[src/rtl/equilibrium_pkg.sv]
// Shared types and constants for the stepper position controller.
package equilibrium_pkg;

  localparam int unsigned POS_W   = 16;
  localparam int unsigned TIMER_W = 16;

  localparam logic DIR_POS = 1'b1;
  localparam logic DIR_NEG = 1'b0;

  typedef enum logic [2:0] {
    StIdle,
    StHoming,
    StBackoff,
    StReady,
    StDirSetup,
    StStepHi,
    StStepLo,
    StFault
  } state_e;

  // What the end of a pulse means: still searching, backing off, or normal motion.
  typedef enum logic [1:0] {
    ModeHome,
    ModeBackoff,
    ModeRun
  } mode_e;

  function automatic logic signed [POS_W-1:0] clamp_pos(input logic signed [POS_W-1:0] v,
                                                         input int lo, input int hi);
    if (int'(v) < lo) return POS_W'(lo);
    if (int'(v) > hi) return POS_W'(hi);
    return v;
  endfunction

endpackage

[src/rtl/stepper_pos_ctrl_if.sv]
// Command/status bundle between the position-command logic and the stepper controller.
interface stepper_pos_ctrl_if;
  import equilibrium_pkg::*;

  logic                    calib_start;
  logic                    sensorFimCurso;
  logic signed [POS_W-1:0] target_pos;
  logic                    target_valid;
  logic                    trava_servo;
  logic                    step;
  logic                    dir;
  logic signed [POS_W-1:0] current_pos;
  logic                    homed;
  logic                    busy;
  logic                    at_target;
  logic                    fault;

  modport master (
    output calib_start, sensorFimCurso, target_pos, target_valid, trava_servo,
    input  step, dir, current_pos, homed, busy, at_target, fault
  );

  modport slave (
    input  calib_start, sensorFimCurso, target_pos, target_valid, trava_servo,
    output step, dir, current_pos, homed, busy, at_target, fault
  );

endinterface

[src/rtl/step_pulse_timer.sv]
// Down-counter timing the dir-setup, step-high and step-low phases; done while at zero.
module step_pulse_timer
  import equilibrium_pkg::*;
(
  input  logic               clock,
  input  logic               reset,
  input  logic               load,
  input  logic [TIMER_W-1:0] load_val,
  output logic               done
);

  logic [TIMER_W-1:0] cnt_q, cnt_d;

  // Loading N gives a phase lasting exactly N cycles (done on the last one).
  always_comb begin
    cnt_d = cnt_q;
    if (load) begin
      cnt_d = load_val - 1'b1;
    end else if (cnt_q != '0) begin
      cnt_d = cnt_q - 1'b1;
    end
  end

  always_ff @(posedge clock or negedge reset) begin
    if (!reset) begin
      cnt_q <= '0;
    end else begin
      cnt_q <= cnt_d;
    end
  end

  assign done = (cnt_q == '0);

endmodule

[src/rtl/stepper_pos_ctrl.sv]
// Stepper driver: homes against the limit switch, then steps current_pos to clamped targets.
module stepper_pos_ctrl
  import equilibrium_pkg::*;
#(
  parameter int unsigned STEP_HIGH_CYC  = 500,
  parameter int unsigned STEP_LOW_CYC   = 500,
  parameter int unsigned DIR_SETUP_CYC  = 50,
  parameter int          POS_MIN        = -800,
  parameter int          POS_MAX        = 800,
  parameter int unsigned BACKOFF_STEPS  = 20,
  parameter int unsigned HOME_MAX_STEPS = 4000
) (
  input logic               clock,
  input logic               reset,
  stepper_pos_ctrl_if.slave bus
);

  localparam logic [TIMER_W-1:0] HiCyc      = TIMER_W'(STEP_HIGH_CYC);
  localparam logic [TIMER_W-1:0] LoCyc      = TIMER_W'(STEP_LOW_CYC);
  localparam logic [TIMER_W-1:0] SetupCyc   = TIMER_W'(DIR_SETUP_CYC);
  localparam logic [15:0]        HomeMax    = 16'(HOME_MAX_STEPS);
  localparam logic [15:0]        BackoffCnt = 16'(BACKOFF_STEPS);

  state_e                  state_q, state_d;
  mode_e                   mode_q, mode_d;
  logic                    dir_q, dir_d;
  logic signed [POS_W-1:0] pos_q, target_q;
  logic                    homed_q, fault_q;
  logic [15:0]             pulse_cnt_q;
  logic                    sw_meta_q, sw_sync_q;

  logic                    timer_load, timer_done;
  logic [TIMER_W-1:0]      timer_val;
  logic                    move_req, want_dir, pulse_start, fault_entry;
  logic                    pos_zero, rezero, home_done, cnt_clr;
  state_e                  launch_st;
  logic                    busy;

  function automatic state_e launch(input logic req, input logic want, input logic cur);
    if (!req) return StReady;
    if (want == cur) return StStepHi;
    return StDirSetup;
  endfunction

  assign move_req  = (target_q != pos_q) && !bus.trava_servo;
  assign want_dir  = (target_q > pos_q) ? DIR_POS : DIR_NEG;
  assign launch_st = launch(move_req, want_dir, dir_q);

  always_ff @(posedge clock or negedge reset) begin
    if (!reset) begin
      state_q <= StIdle;
      mode_q  <= ModeHome;
    end else begin
      state_q <= state_d;
      mode_q  <= mode_d;
    end
  end

  always_comb begin
    state_d   = state_q;
    mode_d    = mode_q;
    dir_d     = dir_q;
    pos_zero  = 1'b0;
    rezero    = 1'b0;
    home_done = 1'b0;
    cnt_clr   = 1'b0;
    if (bus.calib_start) begin
      state_d = StHoming;
      mode_d  = ModeHome;
      dir_d   = DIR_NEG;
      cnt_clr = 1'b1;
    end else begin
      unique case (state_q)
        StIdle, StFault: ;
        StHoming: begin
          if (timer_done) begin
            if (sw_sync_q) begin
              state_d  = StBackoff;
              mode_d   = ModeBackoff;
              dir_d    = DIR_POS;
              pos_zero = 1'b1;
              cnt_clr  = 1'b1;
            end else begin
              state_d = StStepHi;
            end
          end
        end
        StBackoff: if (timer_done) state_d = StStepHi;
        StReady: begin
          state_d = launch_st;
          if (launch_st == StDirSetup) dir_d = want_dir;
        end
        StDirSetup: begin
          if (timer_done) begin
            state_d = launch_st;
            if (launch_st == StDirSetup) dir_d = want_dir;
          end
        end
        StStepHi: if (timer_done) state_d = StStepLo;
        StStepLo: begin
          if (timer_done) begin
            unique case (mode_q)
              ModeHome: begin
                if (sw_sync_q) begin
                  state_d  = StBackoff;
                  mode_d   = ModeBackoff;
                  dir_d    = DIR_POS;
                  pos_zero = 1'b1;
                  cnt_clr  = 1'b1;
                end else if (pulse_cnt_q == HomeMax) begin
                  state_d = StFault;
                end else begin
                  state_d = StStepHi;
                end
              end
              ModeBackoff: begin
                if (pulse_cnt_q == BackoffCnt) begin
                  state_d   = StReady;
                  mode_d    = ModeRun;
                  home_done = 1'b1;
                end else begin
                  state_d = StStepHi;
                end
              end
              default: begin
                // Hitting the switch while heading toward it re-references the axis.
                if (sw_sync_q && dir_q == DIR_NEG) begin
                  state_d  = StReady;
                  pos_zero = 1'b1;
                  rezero   = 1'b1;
                end else begin
                  state_d = launch_st;
                  if (launch_st == StDirSetup) dir_d = want_dir;
                end
              end
            endcase
          end
        end
      endcase
    end
  end

  assign pulse_start = (state_d == StStepHi) && (state_q != StStepHi);
  assign fault_entry = (state_d == StFault) && (state_q != StFault);
  assign timer_load  = (state_d != state_q) || (dir_d != dir_q) || bus.calib_start;
  assign timer_val   = (state_d == StStepHi) ? HiCyc :
                       (state_d == StStepLo) ? LoCyc : SetupCyc;

  step_pulse_timer u_timer (
    .clock    (clock),
    .reset    (reset),
    .load     (timer_load),
    .load_val (timer_val),
    .done     (timer_done)
  );

  always_ff @(posedge clock or negedge reset) begin
    if (!reset) begin
      sw_meta_q <= 1'b0;
      sw_sync_q <= 1'b0;
    end else begin
      sw_meta_q <= bus.sensorFimCurso;
      sw_sync_q <= sw_meta_q;
    end
  end

  always_ff @(posedge clock or negedge reset) begin
    if (!reset) begin
      dir_q       <= DIR_NEG;
      pos_q       <= '0;
      target_q    <= '0;
      homed_q     <= 1'b0;
      fault_q     <= 1'b0;
      pulse_cnt_q <= '0;
    end else begin
      dir_q <= dir_d;
      if (pos_zero) begin
        pos_q <= '0;
      end else if (pulse_start) begin
        pos_q <= (dir_q == DIR_POS) ? pos_q + POS_W'(1) : pos_q - POS_W'(1);
      end
      if (rezero) begin
        target_q <= '0;
      end else if (home_done) begin
        target_q <= pos_q;
      end else if (bus.target_valid && homed_q && !bus.calib_start) begin
        target_q <= clamp_pos(bus.target_pos, POS_MIN, POS_MAX);
      end
      if (bus.calib_start || fault_entry) begin
        homed_q <= 1'b0;
      end else if (home_done) begin
        homed_q <= 1'b1;
      end
      if (bus.calib_start) begin
        fault_q <= 1'b0;
      end else if (fault_entry) begin
        fault_q <= 1'b1;
      end
      if (cnt_clr) begin
        pulse_cnt_q <= '0;
      end else if (pulse_start) begin
        pulse_cnt_q <= pulse_cnt_q + 16'd1;
      end
    end
  end

  always_comb begin
    busy            = !(state_q inside {StIdle, StReady, StFault});
    bus.step        = (state_q == StStepHi);
    bus.busy        = busy;
    bus.dir         = dir_q;
    bus.current_pos = pos_q;
    bus.homed       = homed_q;
    bus.fault       = fault_q;
    bus.at_target   = homed_q && !busy && (pos_q == target_q);
  end

endmodule

[src/flat_wrapper.sv]
// flat-port wrapper written by rule: the top's interface ports become plain ports
module stepper_pos_ctrl_flat import equilibrium_pkg::*;
#(
  parameter int unsigned STEP_HIGH_CYC  = 500,
  parameter int unsigned STEP_LOW_CYC   = 500,
  parameter int unsigned DIR_SETUP_CYC  = 50,
  parameter int          POS_MIN        = -800,
  parameter int          POS_MAX        = 800,
  parameter int unsigned BACKOFF_STEPS  = 20,
  parameter int unsigned HOME_MAX_STEPS = 4000
)
  (clock, reset, bus_calib_start, bus_sensorFimCurso, bus_target_pos, bus_target_valid, bus_trava_servo, bus_step, bus_dir, bus_current_pos, bus_homed, bus_busy, bus_at_target, bus_fault);
  stepper_pos_ctrl_if bus_i ();
  input logic clock;
  input logic reset;
  input wire logic [$bits(bus_i.calib_start)-1:0] bus_calib_start;
  input wire logic [$bits(bus_i.sensorFimCurso)-1:0] bus_sensorFimCurso;
  input wire logic [$bits(bus_i.target_pos)-1:0] bus_target_pos;
  input wire logic [$bits(bus_i.target_valid)-1:0] bus_target_valid;
  input wire logic [$bits(bus_i.trava_servo)-1:0] bus_trava_servo;
  output wire logic [$bits(bus_i.step)-1:0] bus_step;
  output wire logic [$bits(bus_i.dir)-1:0] bus_dir;
  output wire logic [$bits(bus_i.current_pos)-1:0] bus_current_pos;
  output wire logic [$bits(bus_i.homed)-1:0] bus_homed;
  output wire logic [$bits(bus_i.busy)-1:0] bus_busy;
  output wire logic [$bits(bus_i.at_target)-1:0] bus_at_target;
  output wire logic [$bits(bus_i.fault)-1:0] bus_fault;
  assign bus_i.calib_start = bus_calib_start;
  assign bus_i.sensorFimCurso = bus_sensorFimCurso;
  assign bus_i.target_pos = bus_target_pos;
  assign bus_i.target_valid = bus_target_valid;
  assign bus_i.trava_servo = bus_trava_servo;
  assign bus_step = bus_i.step;
  assign bus_dir = bus_i.dir;
  assign bus_current_pos = bus_i.current_pos;
  assign bus_homed = bus_i.homed;
  assign bus_busy = bus_i.busy;
  assign bus_at_target = bus_i.at_target;
  assign bus_fault = bus_i.fault;
  stepper_pos_ctrl #(.STEP_HIGH_CYC(STEP_HIGH_CYC), .STEP_LOW_CYC(STEP_LOW_CYC), .DIR_SETUP_CYC(DIR_SETUP_CYC), .POS_MIN(POS_MIN), .POS_MAX(POS_MAX), .BACKOFF_STEPS(BACKOFF_STEPS), .HOME_MAX_STEPS(HOME_MAX_STEPS)) u_core (.clock(clock), .reset(reset), .bus(bus_i));
endmodule
[config.mk]
export PLATFORM = sky130hd
export DESIGN_NAME = stepper_pos_ctrl_flat
export DESIGN_NICKNAME = d
export VERILOG_FILES = /design/src/rtl/equilibrium_pkg.sv /design/src/rtl/stepper_pos_ctrl_if.sv /design/src/rtl/step_pulse_timer.sv /design/src/rtl/stepper_pos_ctrl.sv /design/src/flat_wrapper.sv
export SDC_FILE = /design/constraint.sdc
export NUM_CORES = 1
export LEC_CHECK = 0
export ABC_AREA = 1
export BUFFER_PORTS_ARGS = -buffer_cell sky130_fd_sc_hd__buf_4
export CORE_UTILIZATION = 25
export CTS_BUF_LIST = sky130_fd_sc_hd__clkbuf_16
export CTS_CLUSTER_DIAMETER = 30
export DETAILED_ROUTE_END_ITERATION = 6
export PLACE_DENSITY = 0.49
export SLEW_MARGIN = 20
export SYNTH_ARGS = -nofsm -noshare
export SYNTH_HDL_FRONTEND = slang
export SYNTH_SLANG_ARGS = --single-unit
export TNS_END_PERCENT = 1
[constraint.sdc]
create_clock -name clock -period 6.4 [get_ports clock]
set_input_delay 0.32 -clock clock [delete_from_list [all_inputs] [get_ports clock]]
set_output_delay 0.32 -clock clock [all_outputs]
set_load 0.02 [all_outputs]
# [Word level (Yosys, flattened, before mapping)]
# Cells that the tools add are included.
[op_classes] shifts=0 eq_ne=25 mul=0 addsub=5 n_mux=85 bitwise_logic=1 reduce_logical=28 div=0 n_lt_le_gt_ge=3
[op_table] op="$mux W16" count=15
[op_table] op="$mux W3" count=14
[op_table] op="$mux W1" count=40
[op_table] op="$sub A16 B1 Y16 const B" count=2
[op_table] op="$eq A3 B3 Y1 const B" count=8
[op_table] op="$pmux W3 S6" count=1
[op_table] op="$add A16 B1 Y16 const B" count=1
[op_table] op="$add A16 B2 Y16 const B" count=1
[op_table] op="$eq A16 B12 Y1 const B" count=1
[op_table] op="$eq A16 B16 Y1" count=1
[op_table] op="$eq A16 B5 Y1 const B" count=1
[op_table] op="$gt A16 B11 Y1 const B" count=1
[op_table] op="$gt A16 B16 Y1" count=1
[op_table] op="$logic_not A16 Y1" count=1
[op_table] op="$lt A16 B11 Y1 const B" count=1
[op_table] op="$ne A16 B16 Y1" count=1
[op_table] op="$reduce_bool A16 Y1" count=1
[op_table] op="$sub A16 B2 Y16 const B" count=1
[op_table] op="$mux W2" count=6
[op_table] op="$reduce_bool A2 Y1" count=5
[op_table] op="$mux W9" count=1
[op_table] op="$reduce_bool A3 Y1" count=3
[op_table] op="$logic_and A1 B1 Y1" count=8
[op_table] op="$pmux W1 S2" count=4
[op_table] op="20 further kinds" count=28
[totals] out_inout_bits=22 register_bits=74 inputBits=22 ramBits=0 word_cells=158 mem_bits_ro=0 latchBits=0 n_memories=0

# [Longest topological paths before layout]
# Gate-level depths: netlist of the first run.
[logic_depth] depth_word=18 depth_mapped=31 ltp_nobuf=30

# [Modules after synthesis]
# From an unflattened synthesis of the first run, not the netlist that was laid out.
[unflattened] cells_unflattened=910 hier_area_um2=6075.8
[by_module_without_submodules] module="stepper_pos_ctrl" instances=1 seq_area_each_um2=1451.4 area_each_um2=4788.3 cells_each=700
[by_module_without_submodules] module="step_pulse_timer" instances=1 seq_area_each_um2=400.4 area_each_um2=1287.5 cells_each=210

# [Worst setup path after synthesis of the first run]
# OpenSTA, ideal clock, no wires.
[synth_path] kind="register to register" start="register u_core.pos_q[15] (netlist: u_core.bus.current_pos[15])" end="register u_core.u_timer.cnt_q[10]" arrival_time_ps=3242 required_time_ps=6287 n_path_buf=1 setup_time_ps=113 path_stages_with_launch=24 setup_slack_ps=3045 synth_period_minus_slack_ps=3355 path_cell_list="dfrtp_1 inv_1 ha_1 nand4_1 nor2_1 nand3b_1 nand2_1 inv_1 nor2_1 a21oi_2 nand3_2 nand2_1 nand2_1 nand3_2 nor2_4 nand2_2 buf_6 o21ai_0 ha_1 nand4_1 nor2_4 nand3_1 nand2_1 inv_1"
[synth_between] elab_chain_len=18 word_cells_on_any_way=35 cone_classes="add/sub: 1; order compare: 1; eq/ne: 7; mux: 22; reduce/logical: 4"
[synth_rtl] element="start, declared" line="stepper_pos_ctrl.sv:27" text="logic signed [POS_W-1:0] pos_q, target_q;"
[synth_rtl] element="start signal, assigned" line="stepper_pos_ctrl.sv:180" text="pos_q <= (dir_q == DIR_POS) ? pos_q + POS_W'(1) : pos_q - POS_W'(1);"
[synth_rtl] element="branches (longest 18 deep; another with $gt A16 B16 Y1)"
[synth_rtl] element="end signal, assigned" line="step_pulse_timer.sv:28" text="cnt_q <= cnt_d;"
[synth_rtl] element="end, declared" line="step_pulse_timer.sv:12" text="logic [TIMER_W-1:0] cnt_q, cnt_d;"
# Parallel ways; which one is timed is not known. The select of a mux whose other input is x is not followed.
# A chain may end at the register's enable or synchronous reset.

# [Final worst setup path of the first run]
[layout_path] start="register u_core.pos_q[15] (netlist: u_core.bus.current_pos[15])" end="register u_core.u_timer.cnt_q[10]"
[layout_between] word_cells_on_any_way=35 cone_classes="add/sub: 1; order compare: 1; eq/ne: 7; mux: 22; reduce/logical: 4"
[layout_lines] element="$gt A16 B16 Y1" line="stepper_pos_ctrl.sv:46" text="assign want_dir = (target_q > pos_q) ? DIR_POS : DIR_NEG;"
[layout_lines] element="$mux W1" line="stepper_pos_ctrl.sv:46"
[layout_lines] element="$eq A1 B1 Y1" line="stepper_pos_ctrl.sv:41" text="if (want == cur) return StStepHi;"
[layout_lines] element="$mux W1 (2 in a row)" line="stepper_pos_ctrl.sv:41"
[layout_lines] element="$mux W3" line="stepper_pos_ctrl.sv:42" text="return StDirSetup;"
[layout_lines] element="$mux W3 (*)" line="stepper_pos_ctrl.sv:41"
[layout_lines] element="$mux W3" line="stepper_pos_ctrl.sv:127" text="if (sw_sync_q && dir_q == DIR_NEG) begin"
[layout_lines] element="$pmux W3 S2" line="stepper_pos_ctrl.sv:102" text="unique case (mode_q)"
[layout_lines] element="$mux W3" line="stepper_pos_ctrl.sv:101" text="if (timer_done) begin"
[layout_lines] element="$pmux W3 S6 (*)" line="stepper_pos_ctrl.sv:73" text="unique case (state_q)"
[layout_lines] element="$mux W3 (*)" line="stepper_pos_ctrl.sv:67" text="if (bus.calib_start) begin"
[layout_lines] element="net u_core.state_d[0]" line="stepper_pos_ctrl.sv:24" text="state_e state_q, state_d;"
[layout_lines] element="$eq A3 B3 Y1" line="stepper_pos_ctrl.sv:147" text="(state_d == StStepLo) ? LoCyc : SetupCyc;"
[layout_lines] element="$mux W9" line="stepper_pos_ctrl.sv:147"
[layout_lines] element="$mux W16" line="stepper_pos_ctrl.sv:146" text="assign timer_val = (state_d == StStepHi) ? HiCyc :"
[layout_lines] element="$sub A16 B1 Y16" line="step_pulse_timer.sv:18" text="cnt_d = load_val - 1'b1;"
[layout_lines] element="$mux W16" line="step_pulse_timer.sv:17" text="if (load) begin"
# Mark *: on every way through the listed nets, which the timed path passes. The rest lies on a longest branch. The select of a mux whose other input is x is not followed.

==> summary.md, run 1 <==
| Metric | Value |
|---|---|
| Status | finished, final reports clean |
| # IOs | 44 |
| NetSw | 1.15 mW |
| Starting Density | 0.259 |
| Largest net degree at the start of global routing | 54 |
| Diodes inserted | 0 |
| Sequential power share | 0.270 |
| Worst Path Required | roughly 6.6 ns |
| Clock Path Buffers | 2 |
| Synthesized area | around 5300 µm² |
| Final Hold Vio Count | 0 |
| Wirelength per Cell | ~14 µm |
| Reg-to-reg slack, setup | 2.31 ns |
| Mean post-synth cell area | roughly 7.2 µm² |
| Register clock-pin slew on the reported worst setup and hold paths | roughly 0.06 ns |
| F_max | around 240 MHz |
| Peak supply drop | 127 µV |
| Die H | between 100 and 150 µm |
| Crit path largest cell delay | 0.38 ns |
| Rows | 52 |
| Crit Path Class | reg2reg |
| # Max-Cap Violations | 0 |
| Period utilisation layout | 0.640 |
| Initial DRC Count | about 410 |
| H-tree levels | 3 |
| Via count | 4992 |
| Slew @ Worst Pin | just over 0.8 ns |
| GPL Wtd Cong | ~0.84 |
| Crit path top cell by count | nand2_1 |
| EDFF count, synth | 0 |
| All-Layer GR Usage | 0.141 |
| Gates resized, CTS repair | 0 |
| First-pass GRT wire length | between 20 and 25 mm |
| Fraction of registers with async set/reset | 1.00 |
| CP cell instances | inv_1 -> ha_1 -> a21oi_1 -> o21ai_0 -> a21oi_1 -> nand3_1 -> nand3_1 -> nand2_1 -> nand3_1 -> nand2_1 -> nand2_1 -> nand2_1 -> nand3_1 -> nand2_1 -> nand2_2 -> nand2_1 -> o21ai_0 -> ha_1 -> nand4_1 -> nor2_4 -> nand3_1 -> nand2_1 -> inv_1 |
| Area of the core | ~21000 µm² |
| Relative max-transition margin | 0.456 |
| Chip width | between 100 and 150 µm |
| Synth unique cells | 48 |
| Tmin final | between 4 and 5 ns |
| Syn. warnings | 0 |
| Final setup vio count | 0 |
| Seq cells post-synth | 74 |
| Endpoint class of the critical path | flip-flop |
| Hold buffers post-CTS | 1 |
| TritonCTS Buffers | 9 |
| Clk_skew | 0.00414 ns |
| Comb pwr share | 0.549 |
| Top FF cell, synth | dfrtp_1 |
| CP bufs+invs | 2 |
| Total power | between 2 and 2.5 mW |
| PwrDens | approximately 400 nW/µm² |
| Antenna Nets Post-Route | 0 |
| Final Net Count | approximately 840 |
| CP delay by family, top | simple AND/OR/NAND/NOR gates |
| Critical path data arrival time | 4.33 ns |
| Vias in the first global route | about 4900 |
| Area delta synth->final | 16.4% |
| CP startpoint kind | flip-flop |
| GR Overflow Total | 0 |
| Sequential-to-total area share from yosys stat | 0.348 |
| Clock share of power | 0.181 |
| Worst hold-check path type | in2reg |
| Antenna violations before repair | 0 |
| # clock sinks | between 70 and 80 |
| Pins Over Slew Limit | 0 |
| WL final | roughly 14 mm |
| Fraction of layout cells with a size suffix above 1 | 0.103 |
| CTS tree | yes |
| Die area | around 22000 µm² |
| Worst skew pair latency | ~0.34 ns |
| DRC | 0 |
| Mean number of vias per cell | 4.73 |
| Number of setup buffers added after CTS | 0 |
| RSZ-0062 raised after global routing | false |
| DRT Pass-1 Iters | 5 |
| Leak Pwr | ~3 nW |
| Setup TNS Final | 0 ns |
| Synthesized netlist cell count | 737 |
| Hpwl dp | roughly 11 mm |
| PortBufs | between 40 and 50 |
| Root Driver | clkbuf_16 |
| P_int | about 1.3 mW |
| Syn nets | approximately 800 |
| Crit Path Max Fanout | 12 |
| Slowest stage cell, crit path | dfrtp_1 |
| Sw Share | 0.460 |
[worst reg2reg max path, stage by stage, from the launching register on]
cell	delay (ns)
dfrtp_1	0.38
inv_1	0.09
ha_1	0.37
a21oi_1	0.16
o21ai_0	0.10
a21oi_1	0.22
nand3_1	0.15
nand3_1	0.12
nand2_1	0.06
nand3_1	0.14
nand2_1	0.06
nand2_1	0.06
nand2_1	0.07
nand3_1	0.15
nand2_1	0.25
nand2_2	0.30
nand2_1	0.30
o21ai_0	0.17
ha_1	0.21
nand4_1	0.19
nor2_4	0.25
nand3_1	0.10
nand2_1	0.08
inv_1	0.03
[registers in the layout (all words and copies together) (netlist names)]
name / flops
u_core.target_q: 16
u_core.u_timer.cnt_q: 16
u_core.bus.homed: 1
u_core.state_q: 3
u_core.bus.current_pos: 16
u_core.pulse_cnt_q: 16
u_core.mode_q: 2
u_core.bus.fault: 1
u_core.sw_meta_q: 1
u_core.sw_sync_q: 1
u_core.bus.dir: 1
[layout make-up]
class	instances	area, µm²
fill	2289	14400
multi-input combinational	526	2930
sequential	74	1850
inverter	123	463
timing repair buffer	46	348
tap	270	338
clock buffer	9	225
clock inverter	7	31.3
[Yosys cell counts, types with 2 or more instances]
| master | n | share of area |
|---|---|---|
| o21a_1 | 4 | 0.0056 |
| nor2_1 | 79 | 0.056 |
| a211oi_1 | 2 | 0.0028 |
| a21o_1 | 3 | 0.0042 |
| nor3_2 | 2 | 0.0038 |
| nand2_2 | 3 | 0.0035 |
| o22ai_1 | 26 | 0.031 |
| a31oi_1 | 2 | 0.0024 |
| o21ai_0 | 39 | 0.037 |
| nor4_1 | 2 | 0.0024 |
| xnor2_1 | 7 | 0.012 |
| o21bai_1 | 4 | 0.0056 |
| clkbuf_1 | 9 | 0.0064 |
| nor3_1 | 14 | 0.013 |
| nor2_4 | 2 | 0.0042 |
| inv_1 | 119 | 0.084 |
| ha_1 | 33 | 0.078 |
| o221ai_1 | 2 | 0.0033 |
| xor2_1 | 11 | 0.018 |
| a32oi_1 | 3 | 0.0049 |
| inv_2 | 3 | 0.0021 |
| nand3b_1 | 5 | 0.0071 |
| a21oi_2 | 2 | 0.0033 |
| nand4_1 | 17 | 0.020 |
| a21oi_1 | 49 | 0.046 |
| buf_6 | 2 | 0.0042 |
| nand3_1 | 49 | 0.046 |
| nand2_1 | 138 | 0.097 |
| o31ai_1 | 6 | 0.0085 |
| nand3_2 | 2 | 0.0038 |
| o211ai_1 | 2 | 0.0028 |
| dfrtp_1 | 74 | 0.35 |
| nor2_2 | 6 | 0.0071 |
| buf_4 | 2 | 0.0028 |
[cell families after synthesis]
kind of cell,Yosys count,synth area share
AO/OA/AOI/OAI,148,0.163
flip-flops,74,0.348
AND/OR/NAND/NOR,326,0.276
buffers and inverters,137,0.101
XOR/XNOR,18,0.0296
adder cells (fa/ha/maj),34,0.0814
[layer usage]
metal	global-route usage	routed length [µm]
met2	0.223	6300
met3	0.0164	540
met1	0.199	7350
met4	0.0505	250
met5	0	0
[stage by stage]
step                area (µm²)  hold WS [ns]   util  setup WS, ns  cells
CTS                       6190        0.0816  0.301          2.35   1055
floorplan                 5320        0.0244      -          3.05    737
detailed placement        5920         0.242  0.288          2.35   1038
global placement          5920         0.244  0.288          2.37   1038
global route              6190        0.0805  0.301          1.75   1055
finish                    6190        0.0879  0.301          2.31   1055
[power by group through the flow]
stage | Clock (mW) | Sequential (mW) | Combinational, mW
global route | 0.482 | 0.690 | 1.56
global placement | 0 | 0.686 | 1.37
CTS | 0.461 | 0.674 | 1.38
floorplan | 0 | 0.715 | 0.970
finish | 0.450 | 0.673 | 1.37
detailed placement | 0 | 0.682 | 1.37
[path summary, 6_finish.rpt]
path	startpoint	depth (start not counted)	to
min in group asynchronous	reset	2	u_core.u_timer.cnt_q[14]$_DFFE_PN0P_
max in group asynchronous	reset	3	u_core.target_q[8]$_DFFE_PN0P_
worst max register to register	u_core.bus.current_pos[15]$_DFFE_PN0P_	23	u_core.u_timer.cnt_q[10]$_DFFE_PN0P_
worst min register to register	u_core.sw_meta_q$_DFF_PN0_	0	u_core.sw_sync_q$_DFF_PN0_
worst min-delay path	bus_sensorFimCurso	1	u_core.sw_meta_q$_DFF_PN0_
worst max-delay path	u_core.bus.current_pos[15]$_DFFE_PN0P_	23	u_core.u_timer.cnt_q[10]$_DFFE_PN0P_
[cell usage in the layout, fill, tap and decap left out, types with 6 or more instances in the layout]
cell type	synthesis	routed
nor2_1	79	79
buf_4	2	45
a21oi_1	49	49
inv_1	119	123
clkbuf_16	0	9
o22ai_1	26	26
nor3_1	14	14
ha_1	33	33
o21ai_0	39	39
dfrtp_1	74	74
nand4_1	17	17
nand3_1	49	49
nor2_2	6	6
xor2_1	11	11
xnor2_1	7	7
o31ai_1	6	6
nand2_1	138	138
No activity file was read; power rests on OpenSTA's default activity.
==> run 2: changes to the inputs <==
- ABC_AREA: 1 -> 0
- clock period: 6.4 -> 4.2 ns (I/O delays scaled with it)
==> summary.md, run 2 <==
| Metric | Value |
|---|---|
| Status | finished, violations left |
| Failing checks | DRC |
| Antenna violations before repair | 0 (unchanged) |
| # clock sinks | 74 (unchanged) |
| RSZ-0062 raised after global routing | false |
| Total power | 3.50 mW (+41%) |
| FF+latch area | 1850 µm² (unchanged) |
| Sequential power share | 0.273 (+0.003) |
| Tmin final | 3.83 ns (-0.263 ns) |
| Crit path top cell by count | buf_4 |
| Slowest stage cell, crit path | dfrtp_1 |
| Main combinational cell family by area after synthesis | compound AO/OA/AOI/OAI gates |
| TritonCTS Buffers | 9 (unchanged) |
| Die H | 145 µm (-1.7%) |
| Leak Pwr | 2.71 nW (-10%) |
| Wirelength per Cell | 15.2 µm (+11%) |
| Final Net Count | 704 (-16%) |
| Post-synthesis mux area share | 0.00609 (+0.00609) |
| NetSw | 1.38 mW (+21%) |
| Relative max-transition margin | 0.272 (-0.183) |
| Sequential-to-total area share from yosys stat | 0.360 (+0.0122) |
| Chip width | 145 µm (-1.7%) |
| Clock share of power | 0.239 (+0.058) |
| Critical path data arrival time | 4.04 ns (-0.29 ns) |
| PwrDens | 563 nW/µm² (+40%) |
| Filler instances | 2151 (-6.0%) |
| Crit path largest cell delay | 0.44 ns (+0.06 ns) |
| Via count | 4664 (-6.6%) |
| Seq cells post-synth | 74 (unchanged) |
| CP cell instances | inv_1 -> ha_1 -> nand4_1 -> nor4_1 -> buf_4 -> nor2_1 -> buf_4 -> o21ai_0 -> nor2_1 -> o2111ai_1 -> nand4_1 -> or2_1 -> buf_4 -> inv_2 -> nand2_1 -> ha_1 -> nand2_1 -> nor3_1 -> o31ai_1 -> o21ai_0 |
| Mean number of vias per cell | 5.05 (+6.8%) |
| Peak supply drop | 283 µV (+120%) |
| Post-synthesis xor/xnor area fraction | 0.0648 (+0.0351) |
| Post-Synth Simple-Gate Area | 0.217 (-0.0587) |
| F_max | 261 MHz (+6.9%) |
| Synth unique cells | 74 (+54%) |
| Root Driver | clkbuf_16 |
| Initial DRC Count | 356 (-12%) |
| Final Hold Vio Count | 0 (unchanged) |
| Fraction of layout cells with a size suffix above 1 | 0.153 (+0.0500) |
| DRT Pass-1 Iters | 7 (+2) |
| Comb pwr share | 0.488 (-0.061) |
| Setup TNS Final | 0 ns (unchanged) |
| Diodes inserted | 0 (unchanged) |
| Die area | 21100 µm² (-3.3%) |
| Syn nets | 650 (-18%) |
| Clock Path Buffers | 2 (unchanged) |
| Synth area leaders | dfrtp_1, ha_1, nor2_1 |
| Fraction of registers with async set/reset | 1.00 (unchanged) |
| EDFF count, synth | 0 (unchanged) |
| GPL Wtd Cong | 0.826 (-1.6%) |
| Syn. warnings | 0 (unchanged) |
| All-Layer GR Usage | 0.140 (-0.00128) |
| Vias in the first global route | 4641 (-6.0%) |
| Largest net degree at the start of global routing | 75 (+39%) |
| Synth Area in Adders | 0.0842 (+0.00285) |
| DRC | 4 (+4) |
| GR Overflow Total | 0 (unchanged) |
| Antenna Nets Post-Route | 0 (unchanged) |
| Synthesized area | 5140 µm² (-3.4%) |
| Crit Path Max Fanout | 11 (-1) |
| First-pass GRT wire length | 23.7 mm (-3.7%) |
| Top cell type's share of synthesized area | 0.360 (+0.0122) |
| Compound-gate portion of the synthesized area | 0.222 (+0.0586) |
| Period utilisation layout | 0.912 (+0.272) |
| WL final | 14.0 mm (-3.1%) |
| Top FF cell, synth | dfrtp_1 |
| Hpwl dp | 10.3 mm (-7.1%) |
| CP startpoint kind | flip-flop |
| H-tree levels | 3 (unchanged) |
| # IOs | 44 (unchanged) |
| Synth area leader | dfrtp_1 |
| CTS tree | yes |
| Sw Share | 0.395 (-0.0651) |
| Final setup vio count | 0 (unchanged) |
| Worst skew pair latency | 0.35 ns (about the same) |
| Area of the multi-input gates | 3070 µm² (+4.5%) |
| Most frequent cells in the layout | dfrtp_1, buf_4, nor2_1 |
| Worst Path Required | 4.41 ns (-2.23 ns) |
| Area delta synth->final | 20.9% |
| Mean post-synth cell area | 8.65 µm² (+20%) |
| Pins Over Slew Limit | 0 (unchanged) |
| Placed cell area | 5870 µm² (-0.87%) |
| Area of the core | 20200 µm² (-1.9%) |
| PortBufs | 43 (unchanged) |
| P_int | 2.12 mW (+58%) |
| Commonest non-fill, non-tap cell in the layout | dfrtp_1 |
| Register clock-pin slew on the reported worst setup and hold paths | 0.06 ns (about the same) |
| Slew @ Worst Pin | 1.09 ns (+0.274 ns) |
| Starting Density | 0.255 (-0.00393) |
| Endpoint class of the critical path | flip-flop |
| Crit Path Class | reg2reg |
| Clk_skew | 0.0117 ns (+0.00759 ns) |
| Worst hold-check path type | in2async |
| Count leader, synth | dfrtp_1 |
| Synthesized netlist cell count | 594 (-19%) |
| Rows | 52 (unchanged) |
| # Max-Cap Violations | 0 (unchanged) |
| Finished Cell Area | 6210 µm² (+0.38%) |
| Synth cell count leaders | dfrtp_1, nor2_1, nand2_1, a21oi_1, o21ai_0 |
==> run 2: cell count changes after synthesis, sizes merged, moves of 7 or more <==
cell and change:
clkbuf +10, nand2 -85, nand2b +9, xor2 +10, xnor2 +10, and2 +8
nor4 +7, nor2b +7, nor2 -27, inv -87, o22ai -24, nand3 -34
a21oi -12, a22o +14
==> run 2: metrics by stage <==
| step | std cells | hold slack [ns] | util | setup WS, ns |
|---|---|---|---|---|
| after global placement | 905 | 0.330 | 0.291 | 0.298 |
| after CTS | 922 | 0.0661 | 0.308 | 0.173 |
| after floorplan | 594 | -0.0856 | - | 0.355 |
| after detailed placement | 905 | 0.331 | 0.291 | 0.214 |
| after global routing | 923 | 0.113 | 0.308 | 0.0124 |
| final | 923 | 0.0177 | 0.308 | 0.369 |
==> run 2: layout make-up <==
class / count / area share
well taps: 270 / 0.0544
multi-input cells: 460 / 0.493
flip-flops and latches: 74 / 0.298
repair buffers: 67 / 0.0813
clock inverters: 7 / 0.0151
clock buffers: 9 / 0.0362
inverters: 36 / 0.0217
==> run 2: cells by family (layout without fill, tap and decap cells) <==
| group | count (synthesis) | after routing |
|---|---|---|
| DFF | 74 | 74 |
| muxes | 3 | 3 |
| buffers and inverters | 60 | 119 |
| and+or+nand+nor | 218 | 218 |
| AOI/OAI and AO/OA | 167 | 167 |
| adders and majority gates | 34 | 34 |
| xor gates and xnor gates | 38 | 38 |
==> run 2: worst paths after layout <==
| kind | end | startpoint | depth (start not counted) | slack [ns] |
|---|---|---|---|---|
| min in group clock | u_core.target_q[3]$_DFFE_PN0P_ | bus_target_pos[3] | 3 | 0.18 |
| worst max register to register | u_core.u_timer.cnt_q[4]$_DFFE_PN0P_ | u_core.bus.current_pos[1]$_DFFE_PN0P_ | 20 | 0.37 |
| worst max-delay path | u_core.u_timer.cnt_q[4]$_DFFE_PN0P_ | u_core.bus.current_pos[1]$_DFFE_PN0P_ | 20 | 0.37 |
| worst min register to register | u_core.sw_sync_q$_DFF_PN0_ | u_core.sw_meta_q$_DFF_PN0_ | 0 | 0.35 |
| max in group asynchronous | u_core.target_q[3]$_DFFE_PN0P_ | reset | 1 | 3.53 |
| worst min-delay path | u_core.bus.homed$_DFFE_PN0P_ | reset | 1 | 0.02 |
==> run 2: power by group through the flow <==
stage	sequential, mW	clock, mW	combinational (mW)
floorplan	1.02	0	1.12
global placement	0.966	0	1.67
detailed placement	0.967	0	1.69
CTS	0.956	0.864	1.70
global route	0.978	0.894	1.92
finish	0.955	0.837	1.71
==> run 2: metal layers <==
| metal | part of all wire | vias to the layer above | global-route usage |
|---|---|---|---|
| met3 | 0.059 | 16 | 0.0357 |
| met5 | 0 | - | 0 |
| met1 | 0.47 | 2244 | 0.189 |
| li1 | - | 2271 | - |
| met4 | 0.019 | 0 | 0.0474 |
| met2 | 0.45 | 133 | 0.218 |
==> run 2: what timing repair did <==
action	4_1_cts	5_1_grt
endpoints found under the hold margin	1	0
buffers inserted	0	1
endpoints found under the setup margin	0	4
hold buffers	1	0
gates resized for setup	0	2
==> run 2: worst max-delay path: cells and delay by family, from the launching register on <==
kind | cells | cell delay, ns
AOI/OAI and AO/OA | 4 | 0.67
adders and majority gates | 2 | 0.50
buffers and inverters | 5 | 0.74
DFF | 1 | 0.44
and+or+nand+nor | 9 | 1.34
